File: src/rtl/mano_timing_int_ctrl.sv
// Timing and interrupt sequencer for the 8-bit Mano-style CPU: SC/T timing, run/halt, IEN and R.
// Optional single-step pause is enabled with `define SEQ_SINGLE_STEP_EN (adds STEP_MODE, STEP).
module mano_timing_int_ctrl #(
    parameter int NT     = 8,
    parameter int SC_MAX = NT - 1
) (
    input  logic                    CLK,
    input  logic                    RST,
    input  logic                    START,
    input  logic                    HLT,
    input  logic                    CLRSEQ,
    input  logic                    ION,
    input  logic                    IOF,
    input  logic                    FGI,
    input  logic                    FGO,
`ifdef SEQ_SINGLE_STEP_EN
    input  logic                    STEP_MODE,
    input  logic                    STEP,
`endif
    output logic [NT-1:0]           T,
    output logic [$clog2(NT)-1:0]   SC,
    output logic                    RUN,
    output logic                    IEN,
    output logic                    R,
    output logic                    INT_ACK,
    output logic                    SEQ_ERR
);

    localparam int SCW = $clog2(NT);
    localparam logic [NT-1:0] T_ONE = {{(NT-1){1'b0}}, 1'b1};

    // The interrupt cycle is the RUN state with r_r set.
    localparam logic [1:0] ST_HALT  = 2'd0;
    localparam logic [1:0] ST_RUN   = 2'd1;
    localparam logic [1:0] ST_PAUSE = 2'd2;

    logic [1:0]     r_state;
    logic [SCW-1:0] r_sc;
    logic [NT-1:0]  r_t;
    logic           r_ien;
    logic           r_r;
    logic           r_seq_err;

    logic [1:0]     w_state;
    logic [SCW-1:0] w_sc;
    logic [NT-1:0]  w_t;
    logic           w_ien;
    logic           w_r;
    logic           w_seq_err;
    logic           w_rt2;
    logic           w_early;
    logic           w_end;
    logic           w_step_mode;
    logic           w_step;

`ifdef SEQ_SINGLE_STEP_EN
    assign w_step_mode = STEP_MODE;
    assign w_step      = STEP;
`else
    assign w_step_mode = 1'b0;
    assign w_step      = 1'b0;
`endif

    assign w_rt2   = r_r & r_t[2];
    assign w_early = |r_t[2:0];

    always_comb begin
        w_state   = r_state;
        w_sc      = r_sc;
        w_ien     = r_ien;
        w_r       = r_r;
        w_seq_err = r_seq_err;
        w_end     = 1'b0;
        case (r_state)
            ST_HALT: begin
                if (START) begin
                    w_state = ST_RUN;
                    w_sc    = '0;
                end
            end
            ST_RUN: begin
                if (HLT) begin
                    w_state = ST_HALT;
                    w_sc    = '0;
                    w_r     = 1'b0;
                end else begin
                    if (w_rt2)
                        w_ien = 1'b0;
                    else if (IOF)
                        w_ien = 1'b0;
                    else if (ION)
                        w_ien = 1'b1;
                    // CLRSEQ is dropped only during RT0..RT2; a pending R still needs the
                    // running instruction's CLRSEQ to reach RT0.
                    if (w_rt2) begin
                        w_r   = 1'b0;
                        w_sc  = '0;
                        w_end = 1'b1;
                    end else if (CLRSEQ && !(r_r && w_early)) begin
                        w_sc  = '0;
                        w_end = 1'b1;
                    end else if (r_sc == SCW'(SC_MAX)) begin
                        w_sc      = '0;
                        w_seq_err = 1'b1;
                    end else begin
                        w_sc = r_sc + SCW'(1);
                    end
                    if (!CLRSEQ && !r_r && !w_early && r_ien && (FGI | FGO))
                        w_r = 1'b1;
                    if (w_end && w_step_mode)
                        w_state = ST_PAUSE;
                end
            end
            ST_PAUSE: begin
                if (HLT) begin
                    w_state = ST_HALT;
                    w_r     = 1'b0;
                end else if (w_step) begin
                    w_state = ST_RUN;
                end
            end
            default: begin
                w_state = ST_HALT;
                w_sc    = '0;
                w_r     = 1'b0;
            end
        endcase
        w_t = (w_state == ST_RUN) ? (T_ONE << w_sc) : '0;
    end

    always_ff @(posedge CLK) begin
        if (RST) begin
            r_state   <= ST_HALT;
            r_sc      <= '0;
            r_t       <= '0;
            r_ien     <= 1'b0;
            r_r       <= 1'b0;
            r_seq_err <= 1'b0;
        end else begin
            r_state   <= w_state;
            r_sc      <= w_sc;
            r_t       <= w_t;
            r_ien     <= w_ien;
            r_r       <= w_r;
            r_seq_err <= w_seq_err;
        end
    end

    assign T       = r_t;
    assign SC      = r_sc;
    assign RUN     = (r_state != ST_HALT);
    assign IEN     = r_ien;
    assign R       = r_r;
    assign INT_ACK = w_rt2;
    assign SEQ_ERR = r_seq_err;

endmodule

File: config.mk
export PLATFORM = sky130hd
export DESIGN_NAME = mano_timing_int_ctrl
export DESIGN_NICKNAME = d
export VERILOG_FILES = /design/src/rtl/mano_timing_int_ctrl.sv
export SDC_FILE = /design/constraint.sdc
export NUM_CORES = 1
export LEC_CHECK = 0
export BUFFER_PORTS_ARGS = -buffer_cell sky130_fd_sc_hd__buf_2
export CORE_MARGIN = 2
export CORE_UTILIZATION = 52
export DETAILED_ROUTE_END_ITERATION = 8
export PLACE_DENSITY = 0.81
export SLEW_MARGIN = 40
export SYNTH_ARGS = -nofsm -noshare
export SYNTH_HDL_FRONTEND = slang
export SYNTH_SLANG_ARGS = --single-unit
export TNS_END_PERCENT = 100
File: constraint.sdc
create_clock -name CLK -period 2.6 [get_ports CLK]
set_input_delay 0.13 -clock CLK [delete_from_list [all_inputs] [get_ports CLK]]
set_output_delay 0.13 -clock CLK [all_outputs]
set_load 0.01 [all_outputs]
After elaboration in Yosys (flattened, before gate mapping). Cells that the tools add are included.

Mux-type cells: 17. Reduce and logical (&&, ||, !) cells: 19. Bitwise operators: 7. Shift-type cells: 1. Add/subtract/negate cells: 1. Equality and inequality tests: 6.

Operators by type and width (count): $mux 3 (5); $pmux 3 s3 (1); $shl 1x3->8 const A (1); $mux 1 (7); $logic_and 1x1->1 (6); $reduce_and 3->1 (2); $not 1->1 (5); $reduce_and 5->1 (1); $eq 2x1->1 const B (2); $logic_not 1->1 (4); $mux 2 (2); $ne 4x4->1 const B (1); $pmux 2 s2 (1); $reduce_or 2->1 (2); $add 3x1->3 const B (1); $eq 3x3->1 const B (1); $pmux 1 s3 (1); $reduce_bool 3->1 (1); $reduce_or 3->1 (1); $eq 2x2->1 const B (1); $logic_not 2->1 (1); $ne 2x2->1 const B (1); $reduce_bool 2->1 (1); $and 1x1->1 (1); $or 1x1->1 (1).

Logic and storage cells: 57. Register bits after elaboration: 16. Output and inout bits: 16.

Logic depth before layout (Yosys ltp).
Depth after elaboration: 9. Gate-level depth with buffers: 6. Gate-level depth less buffers: 6.

Worst setup path before layout. No wires, ideal clock.

Path type: register -> register. From: reg r_state[0]. To: reg r_t[2], in the netlist T[2]. Stages on the path, launching flop included: 7. Path buffers: 0. Slack: 1075 ps. Arrival time: 1460 ps. Library setup time: 65 ps. Cell sequence: dfxtp_1 inv_1 ha_1 nor2b_1 o211a_1 a311o_1 nor2_1.

Word-level cells in the longest chain between the ends: 6. Elaborated cells on any way between the ends: 12. Those cells by class: eq/ne: 3; shift: 1; mux: 4; bitwise: 1; reduce/logical: 3.

Ends and longest elaborated chain: from (decl) (line 37) `logic [1:0] r_state;`; from (signal assigned) (line 140) `r_state <= w_state;`; $eq 2x2->1 or $eq 2x1->1 (tied branches) (line 74) `case (r_state)`; $reduce_or 2->1 (no line); $pmux 2 s2 (line 74); $eq 2x1->1 (line 128) `w_t = (w_state == ST_RUN) ? (T_ONE << w_sc) : '0;`; $not 1->1 (no line); $reduce_or 2->1 (no line); to (signal assigned) (line 142) `r_t <= w_t;`; to (decl) (line 39) `logic [NT-1:0] r_t;`.

Parallel ways exist; a longest one is shown, timed or not. A chain may end at the register's enable or synchronous reset.

Worst setup path after layout.
From: reg r_state[1]. To: reg r_t[7], in the netlist T[7].

The elaborated chain is that of the path after synthesis.

==> impl_metrics.ini <==
[synthesis]
synth_nets = 96
yosysTopAreaCell = dfxtp_1
synth-simple-area-share = 0.209
synthFlopType = dfxtp_1
synth_top_family_by_area = compound AO/OA/AOI/OAI gates
synthAdderAreaFrac = 0.0915
synth_area_per_cell_sq_um = 10.1
synth_edf_count = 0
synth_xor_area_frac = 0
synth_cell_types = 30
yosysTopAreaCellShare = 0.390
synth_area_leaders = dfxtp_1 (39%), ha_1 (9.1%), nor3_1 (4.3%), o211a_1 (3.7%), nor2_1 (3.7%)
synth_compound_area_frac = 0.277
ys_ff_latch = 16
yosysMostFrequentCell = dfxtp_1
synth_mux_area_frac = 0
ys_seq_area_frac = 0.390
synth_warnings = 0
synthCells = 81
synth_commonest_cells = dfxtp_1 (16), nor2_1 (8), inv_1 (7), nor3_1 (7), ha_1 (6)
synthArstFlopShare = 0
syn_area_sq_um = 821

[sta]
slew_headroom = 0.738
rsz0062_at_grt = no
fin_skew_ns = 0.00870
tns_ns = 0
fin_ws_ns = 0.881
setup_viol = 0
maxSlewViolCount = 0
max_freq_ghz = 0.582
period_share = 0.661
hold_viol_final = 0
worstMarginPinSlew_ns = 0.391
period_needed_ns = 1.72

[clock_tree]
cts_sinks = 16
cts_resized = 0
cts-root-buf = clkbuf_4
cts_setup_buffers = 0
h-tree-depth = 1
cts_buffer_depth = 2
hold_buffers = 0
clk_pin_slew_ns = 0.10
numCtsBuffers = 3
clock_latency_ns = 0.30
cts_tree = yes

[grt]
overflow = 0
grt_max_degree = 10
grt_pass1_wl_um = 2900
grtUsageTotal = 0.209
grt_pass1_vias = 654
grt_antenna_before_repair = 0

[placed_design]
place_inst = 121
port_buffers = 24
gp_congestion = 0.871
place_hpwl_um = 1380
pre_cts_ws_ns = 0.946

[job]
drv_cap = 0

[final_layout]
final_cells = 125
diodes = 0
fin_nets = 125
fill_cells = 114
syn2layout_area_growth_pct = 21.5
drive_above_1_share = 0.358

[critical_path]
cpPeakStageDelay_ns = 0.36
critPathSlowestCell = dfxtp_1
required_ns = 2.82
rrSetupSlack_ns = 0.88
critPathLaunchType = flip-flop
crit_type = flip-flop to flip-flop
cp_data_arrival_time_ns = 1.94
path_cells = inv_1 -> ha_1 -> or2b_1 -> a21boi_1 -> o211ai_2 -> nor3_2
crit_path_end_kind = flip-flop
cp_max_fo = 6

[floorplan]
initial_core_util = 0.551
die_w_um = 43.7
num_rows = 14
die_h_um = 43.7
boundaryPins = 25
dieArea_sq_um = 1910
core_sq_um = 1490

[detailed_routing]
vias = 711
vias_per_cell = 5.69
firstDrtPassIters = 4
drcViolationCount = 0
wl_per_cell_um = 13.9
wirelength_um = 1730
drtIter0Drc = 20
postRouteAntennaNets = 0

[pwr]
peakVddDrop_v = 0.000304
power_leakage_uw = 0.000478
power_density_nw_per_um2 = 483
total_power_uw = 482

[outcome]
status = completed

[hold_path]
hold_path_class = primary input to flip-flop
cell usage in the layout (no fill, tap or decap), types with 2 or more instances in the layout:
cell type	count
a21oi_1	5
o211a_1	3
o21a_1	3
clkbuf_4	3
nor3_1	7
nor2_1	8
nor2b_1	3
inv_1	7
o211ai_2	2
a21o_1	2
buf_2	24
ha_1	6
dfxtp_1	16
final timing paths:
kind | startpoint | endpoint | depth (start not counted)
worst max register to register | r_state[1] | T[7] | 6
worst min-delay path | RST | r_state[1] | 2
worst max-delay path | r_state[1] | T[7] | 6
worst min register to register | SEQ_ERR | SEQ_ERR | 2
critical path, delay by kind of cell (launching register included):
family	cells	cell delay [ns]
AO/OA/AOI/OAI	2	0.48
adder cells (fa/ha/maj)	1	0.25
buffers and inverters	1	0.09
flip-flops	1	0.36
AND/OR/NAND/NOR	2	0.47
metal layers:
metal | track usage | vias up | routed length (um)
met5 | 0 | - | 0
met4 | 0.127 | 0 | 43
met3 | 0.0250 | 5 | 124
met2 | 0.338 | 32 | 817
met1 | 0.265 | 325 | 746
li1 | - | 349 | -
registers in the layout, summed over array words and instances (netlist names):
register and cells:
R 1, r_state 2, IEN 1, SC 3, SEQ_ERR 1, T 8
power by group:
group	switching (uW)	internal [uW]
logic	32.2	25.7
registers	4.64	250
clock network	84.0	85.5
layout make-up:
type | count | area, sq um | share of cell area
Clock buffer | 4 | 36.3 | 0.0364
Inverter | 7 | 26.3 | 0.0263
Multi-Input combinational cell | 58 | 474 | 0.476
Sequential cell | 16 | 320 | 0.321
Tap cell | 16 | 20.0 | 0.0201
Timing Repair Buffer | 24 | 120 | 0.120
per-stage QoR:
stage / cell area, sq um / utilization / hold slack [ns]
2_1_floorplan: 821 / - / 0.202
3_3_place_gp: 961 / 0.645 / 0.409
3_5_place_dp: 961 / 0.645 / 0.415
4_1_cts: 997 / 0.670 / 0.0979
5_1_grt: 997 / 0.670 / 0.108
6_report: 997 / 0.670 / 0.102
kinds of logic (layout without fill, tap and decap cells):
logic type | count (synthesis) | count (layout)
buffers and inverters | 7 | 35
AND/OR/NAND/NOR | 27 | 27
adder cells (fa/ha/maj) | 6 | 6
AO/OA/AOI/OAI | 25 | 25
flip-flops | 16 | 16
No activity file was read; power rests on OpenSTA's default activity.
